<file path="config.mk">
export PLATFORM = sky130hd
export DESIGN_NAME = subbytes_seq
export DESIGN_NICKNAME = d
export VERILOG_FILES = /design/src/rtl/subbytes_seq.sv
export SDC_FILE = /design/constraint.sdc
export NUM_CORES = 1
export LEC_CHECK = 0
export BUFFER_PORTS_ARGS = -buffer_cell sky130_fd_sc_hd__buf_2
export CAP_MARGIN = 20
export CORE_ASPECT_RATIO = 1.2
export CORE_MARGIN = 4
export CORE_UTILIZATION = 31
export CTS_CLUSTER_SIZE = 25
export DETAILED_ROUTE_END_ITERATION = 8
export PLACE_DENSITY_LB_ADDON = 0.25
export SLEW_MARGIN = 5
export SYNTH_ARGS = -nofsm -noshare
export SYNTH_HDL_FRONTEND = slang
export SYNTH_SLANG_ARGS = --single-unit
</file>
<file path="constraint.sdc">
create_clock -name clk -period 7.1 [get_ports clk]
set_input_delay 0.355 -clock clk [delete_from_list [all_inputs] [get_ports clk]]
set_output_delay 0.355 -clock clk [all_outputs]
set_load 0.01 [all_outputs]
</file>
<file path="src/rtl/subbytes_seq.sv">
// Sequential AES SubBytes: LANES S-box lookups per cycle over a captured 128-bit state.
// Optional inverse S-box selected per transaction when SUBBYTES_INV_EN is defined (adds port inv_i).
module subbytes_seq #(
    parameter int unsigned LANES   = 4,
    parameter int unsigned OUT_REG = 1
) (
    input  logic         clk,
    input  logic         rst,
    input  logic         in_valid_i,
    output logic         in_ready_o,
    input  logic [127:0] in_state_i,
`ifdef SUBBYTES_INV_EN
    input  logic         inv_i,
`endif
    output logic         out_valid_o,
    input  logic         out_ready_i,
    output logic [127:0] out_state_o,
    output logic         busy_o
);

    localparam int unsigned Steps = 16 / LANES;
    localparam int unsigned CntW  = (Steps > 1) ? $clog2(Steps) : 1;
    localparam logic [CntW-1:0] LastCnt = CntW'(Steps - 1);

    localparam logic [1:0] StIdle = 2'd0;
    localparam logic [1:0] StRun  = 2'd1;
    localparam logic [1:0] StDone = 2'd2;

    // Entry x lives at bits [2047-8x -: 8].
    localparam logic [2047:0] FwdTab = {
        256'h637c777bf26b6fc53001672bfed7ab76ca82c97dfa5947f0add4a2af9ca472c0,
        256'hb7fd9326363ff7cc34a5e5f171d8311504c723c31896059a071280e2eb27b275,
        256'h09832c1a1b6e5aa0523bd6b329e32f8453d100ed20fcb15b6acbbe394a4c58cf,
        256'hd0efaafb434d338545f9027f503c9fa851a3408f929d38f5bcb6da2110fff3d2,
        256'hcd0c13ec5f974417c4a77e3d645d197360814fdc222a908846eeb814de5e0bdb,
        256'he0323a0a4906245cc2d3ac629195e479e7c8376d8dd54ea96c56f4ea657aae08,
        256'hba78252e1ca6b4c6e8dd741f4bbd8b8a703eb5664803f60e613557b986c11d9e,
        256'he1f8981169d98e949b1e87e9ce5528df8ca1890dbfe6426841992d0fb054bb16
    };

`ifdef SUBBYTES_INV_EN
    localparam logic [2047:0] InvTab = {
        256'h52096ad53036a538bf40a39e81f3d7fb7ce339829b2fff87348e4344c4dee9cb,
        256'h547b9432a6c2233dee4c950b42fac34e082ea16628d924b2765ba2496d8bd125,
        256'h72f8f66486689816d4a45ccc5d65b6926c704850fdedb9da5e154657a78d9d84,
        256'h90d8ab008cbcd30af7e45805b8b34506d02c1e8fca3f0f02c1afbd0301138a6b,
        256'h3a9111414f67dcea97f2cfcef0b4e67396ac7422e7ad3585e2f937e81c75df6e,
        256'h47f11a711d29c5896fb7620eaa18be1bfc563e4bc6d279209adbc0fe78cd5af4,
        256'h1fdda8338807c731b11210592780ec5f60517fa919b54a0d2de57a9f93c99cef,
        256'ha0e03b4dae2af5b0c8ebbb3c83539961172b047eba77d626e169146355210c7d
    };
`endif

    logic [1:0]      state_q, state_d;
    logic [CntW-1:0] cnt_q, cnt_d;
    logic [127:0]    work_q, work_d;
`ifdef SUBBYTES_INV_EN
    logic            inv_q, inv_d;
`endif

    function automatic logic [7:0] sub_byte(input logic [7:0] b, input logic inv);
`ifdef SUBBYTES_INV_EN
        if (inv) return InvTab[2047 - 8 * int'(b) -: 8];
`endif
        return FwdTab[2047 - 8 * int'(b) -: 8];
    endfunction

    always_comb begin
        state_d = state_q;
        cnt_d   = cnt_q;
        work_d  = work_q;
`ifdef SUBBYTES_INV_EN
        inv_d   = inv_q;
`endif
        case (state_q)
            StIdle: begin
                if (in_valid_i) begin
                    work_d  = in_state_i;
                    cnt_d   = '0;
                    state_d = StRun;
`ifdef SUBBYTES_INV_EN
                    inv_d   = inv_i;
`endif
                end
            end
            StRun: begin
                for (int l = 0; l < int'(LANES); l++) begin
`ifdef SUBBYTES_INV_EN
                    work_d[8 * (int'(cnt_q) * int'(LANES) + l) +: 8] =
                        sub_byte(work_q[8 * (int'(cnt_q) * int'(LANES) + l) +: 8], inv_q);
`else
                    work_d[8 * (int'(cnt_q) * int'(LANES) + l) +: 8] =
                        sub_byte(work_q[8 * (int'(cnt_q) * int'(LANES) + l) +: 8], 1'b0);
`endif
                end
                if (cnt_q == LastCnt) begin
                    cnt_d   = '0;
                    state_d = StDone;
                end else begin
                    cnt_d = cnt_q + 1'b1;
                end
            end
            StDone: begin
                if (out_valid_o && out_ready_i) state_d = StIdle;
            end
            default: begin
                state_d = StIdle;
                cnt_d   = '0;
            end
        endcase
    end

    always_ff @(posedge clk or posedge rst) begin
        if (rst) begin
            state_q <= StIdle;
            cnt_q   <= '0;
            work_q  <= '0;
`ifdef SUBBYTES_INV_EN
            inv_q   <= 1'b0;
`endif
        end else begin
            state_q <= state_d;
            cnt_q   <= cnt_d;
            work_q  <= work_d;
`ifdef SUBBYTES_INV_EN
            inv_q   <= inv_d;
`endif
        end
    end

    assign in_ready_o = (state_q == StIdle);
    assign busy_o     = (state_q == StRun) || (state_q == StDone);

    if (OUT_REG != 0) begin : g_out_reg
        logic         out_valid_q;
        logic [127:0] out_state_q;

        // Snapshot on the first DONE cycle; valid rises one cycle later and clears on handoff.
        always_ff @(posedge clk or posedge rst) begin
            if (rst) begin
                out_valid_q <= 1'b0;
                out_state_q <= '0;
            end else begin
                out_valid_q <= (state_q == StDone) && !(out_valid_q && out_ready_i);
                if ((state_q == StDone) && !out_valid_q) out_state_q <= work_q;
            end
        end

        assign out_valid_o = out_valid_q;
        assign out_state_o = out_state_q;
    end else begin : g_out_comb
        assign out_valid_o = (state_q == StDone);
        assign out_state_o = work_q;
    end

endmodule

</file>
==> impl_metrics.ini <==
[yosys]
syn-cell-area_sq_mm = 0.0249
post_synth_mux_area_share_pct = 12.5
synth_top_family_by_area = compound AO/OA/AOI/OAI gates
post_synthesis_mean_instance_area_sq_um = 7.97
yosys.area_share.simple_pct = 19.2
synth.area.top_cells = sky130_fd_sc_hd__dfrtp_1, sky130_fd_sc_hd__mux2_2, sky130_fd_sc_hd__a21oi_1
synth_top_cell_by_area = sky130_fd_sc_hd__dfrtp_1
synth_compound_area_share_pct = 31.9
yosysSeqAreaShare_pct = 26.3
synth_seq_cells = 261
yosys.area_share.xor_xnor_pct = 0.352
synth-edff-count = 0
synth_cell_type_count = 93
synth_adder_area_share_pct = 2.87
yosysWarnings = 0
postSynthNetCount = 3308
share_of_the_synthesized_area_in_the_top_cell_type_pct = 26.3
synth-main-ff-cell = sky130_fd_sc_hd__dfrtp_1
share_of_flip_flops_with_an_asynchronous_set_or_reset_after_synthesis_pct = 100
synth_cells = 3119

[sta]
achievable-frequency_ghz = 0.181
tightest_slew_ns = 1.22
report.final.setup_viol = 0
remaining_max_slew_budget_at_the_tightest_pin_pct = 17.7
finalMaxSlewViolations = 0
fin_worst_skew_ns = 0.0306
min_period_ns = 5.52
final_worst_path_period_share_pct = 77.8
finalSetupTns_ns = 0
rsz0062_at_grt = false
finalHoldViolations = 0

[die]
die_area_sq_mm = 0.0848
pin_count = 263
die_width_microns = 267
starting_density_of_the_core_pct = 31.3
floorplan.core_area_sq_mm = 0.0793
row_cnt = 113
die_h_microns = 318

[drt]
routed_wl_microns = 126000
wl_per_cell_microns = 30.2
count_of_antenna_violating_nets_left_after_detailed_routing = 0
drt_first_iter_violations = 5219
route.detailed.vias_per_inst = 6.81
vias = 28526
drc = 0
drt-pass1-iter-count = 7

[worst_setup_path]
critical_path_rt_ns = 7.55
worst-endpoint-arrival_ns = 5.97
worst-path-max-fanout = 48
end_kind = flip-flop
cp-start-kind = flip-flop
timing.setup.critical_path_class = reg -> reg

[global_routing]
grt_first_pass_wirelength_microns = 185000
grt_antenna_before_repair = 5
grt_util_all_layers_pct = 28.2
grt_max_degree = 156
grt_pass1_vias = 27020
global_route.overflow_total = 0

[final_layout]
sequential_cell_area_sq_mm = 0.00654
area.growth.synth_to_final_pct = 11.1
layout_cells_sized_above_1_pct = 19.7
multiInputGateArea_sq_mm = 0.0167
final_design_area_no_fill_sq_mm = 0.0276
finish.net_count = 3320
n_antenna_cell = 0
fill_cell_instance_count_of_the_final_layout = 8306
layout.cells.most_common_list = sky130_fd_sc_hd__a21oi_1, sky130_fd_sc_hd__nor2_1, sky130_fd_sc_hd__buf_2
layout_commonest_cell = sky130_fd_sc_hd__a21oi_1

[cts]
cts_root_buf = sky130_fd_sc_hd__clkbuf_16
post_cts.repair.setup_buffers = 0
cts_resized = 0
clk_latency_ns = 0.61
tritoncts = yes
cts-buffers-inserted = 30
path_clk_slew_ns = 0.07
cts-root-to-sink-buffers = 3
clock_sink_count = 261
hold_buffers = 1
cts.htree.levels = 1

[hold_path]
worstHoldPathType = in -> reg

[placement]
placed_cell_area_sq_mm = 0.0265
gp_routability_congestion = 1.02
detailed_place_hpwl_microns = 86600
io_buffers = 262

[run_status]
run_status = finished, final reports clean

[run]
timing.max_cap.violations = 0
[path summary, 6_finish.rpt]
kind                                                 to  cells after the start                   startpoint  slack, ns
setup / recovery                 work_q[83]$_DFFE_PP0P_                     11         cnt_q[1]$_DFFE_PP0P_       1.58
hold / removal                   work_q[48]$_DFFE_PP0P_                      3               in_state_i[48]       0.03
setup reg to reg                 work_q[83]$_DFFE_PP0P_                     11         cnt_q[1]$_DFFE_PP0P_       1.58
hold reg to reg             out_state_o[72]$_DFFE_PP0P_                      1  out_state_o[72]$_DFFE_PP0P_       0.50
max in group asynchronous          cnt_q[1]$_DFFE_PP0P_                      4                          rst       5.58
min in group asynchronous  out_state_o[124]$_DFFE_PP0P_                      3                          rst       0.28
[registers in the layout, indices dropped and copies added (netlist names)]
name / flops
state_q: 2
out_state_o: 128
work_q: 128
cnt_q: 2
out_valid_o: 1
[Yosys cell counts, types with 9 or more instances]
cell	number
sky130_fd_sc_hd__a2111oi_0	15
sky130_fd_sc_hd__a211o_1	16
sky130_fd_sc_hd__a211oi_1	60
sky130_fd_sc_hd__a21o_1	14
sky130_fd_sc_hd__a21oi_1	287
sky130_fd_sc_hd__a221o_1	17
sky130_fd_sc_hd__a221oi_1	71
sky130_fd_sc_hd__a22oi_1	14
sky130_fd_sc_hd__a311o_1	15
sky130_fd_sc_hd__a311oi_1	42
sky130_fd_sc_hd__a31oi_1	53
sky130_fd_sc_hd__a32oi_1	10
sky130_fd_sc_hd__and2_1	34
sky130_fd_sc_hd__and3_1	75
sky130_fd_sc_hd__buf_1	28
sky130_fd_sc_hd__buf_2	105
sky130_fd_sc_hd__clkbuf_1	192
sky130_fd_sc_hd__dfrtp_1	261
sky130_fd_sc_hd__ha_1	57
sky130_fd_sc_hd__inv_1	48
sky130_fd_sc_hd__mux2_2	149
sky130_fd_sc_hd__mux2i_1	73
sky130_fd_sc_hd__mux4_2	30
sky130_fd_sc_hd__nand2_1	213
sky130_fd_sc_hd__nand2b_1	60
sky130_fd_sc_hd__nand3_1	88
sky130_fd_sc_hd__nand3b_1	9
sky130_fd_sc_hd__nand4_1	15
sky130_fd_sc_hd__nor2_1	276
sky130_fd_sc_hd__nor2b_1	30
sky130_fd_sc_hd__nor3_1	67
sky130_fd_sc_hd__nor3b_1	13
sky130_fd_sc_hd__nor4_1	14
sky130_fd_sc_hd__o2111ai_1	10
sky130_fd_sc_hd__o211ai_1	74
sky130_fd_sc_hd__o21ai_0	223
sky130_fd_sc_hd__o221ai_1	18
sky130_fd_sc_hd__o22ai_1	56
sky130_fd_sc_hd__o311a_1	11
sky130_fd_sc_hd__o311ai_0	25
sky130_fd_sc_hd__o31ai_1	23
sky130_fd_sc_hd__o32ai_1	15
sky130_fd_sc_hd__o41ai_1	9
sky130_fd_sc_hd__or2_2	28
sky130_fd_sc_hd__or3_1	21
[per-stage QoR]
step                      instances  util [%]  setup WS (ns)  hold slack [ns]
final                          4190      34.8           1.58           0.0338
after global routing           4190      34.8           1.42           0.0317
after CTS                      4190      34.8           1.76          0.00280
after detailed placement       4133      33.5           1.77            0.378
after global placement         4133      33.5           1.65            0.376
after floorplan                3119         -           3.12            0.468
[worst max-delay path: stages, from the launching register on]
cell and delay, ns:
sky130_fd_sc_hd__dfrtp_4 1.05, sky130_fd_sc_hd__mux4_2 0.84, sky130_fd_sc_hd__inv_1 0.38, sky130_fd_sc_hd__ha_1 0.86, sky130_fd_sc_hd__inv_1 0.25, sky130_fd_sc_hd__and2_1 0.30, sky130_fd_sc_hd__a211oi_1 0.22, sky130_fd_sc_hd__o21ai_0 0.15
sky130_fd_sc_hd__a211oi_1 0.33, sky130_fd_sc_hd__a221oi_1 0.11, sky130_fd_sc_hd__nor4_1 0.60, sky130_fd_sc_hd__o21ai_0 0.20
[metal layers]
layer | vias up | track usage [%] | wire (microns)
met4 | 2 | 13.3 | 7590
met3 | 501 | 5.98 | 14300
li1 | 11941 | - | -
met2 | 2222 | 43.5 | 54900
met5 | - | 0 | 20
met1 | 13860 | 37.8 | 49600
[layout make-up]
type,count,area share (%)
multi-input cells,2467,60.6
well taps,1035,4.69
flip-flops and latches,261,23.7
inverters,51,0.716
repair buffers,320,6.47
clock inverters,14,0.716
clock buffers,42,3.14
[cell families (layout without fill, tap and decap cells)]
family	after synthesis	after routing
AO/OA/AOI/OAI	1172	1172
XOR/XNOR	10	10
adder cells (fa/ha/maj)	57	57
buffers and inverters	391	427
flip-flops	261	261
multiplexers	254	254
AND/OR/NAND/NOR	974	974
Power is left out: the tool's default activity adds up to more than one toggle a clock period on the data nets, which glitch-free logic cannot reach.
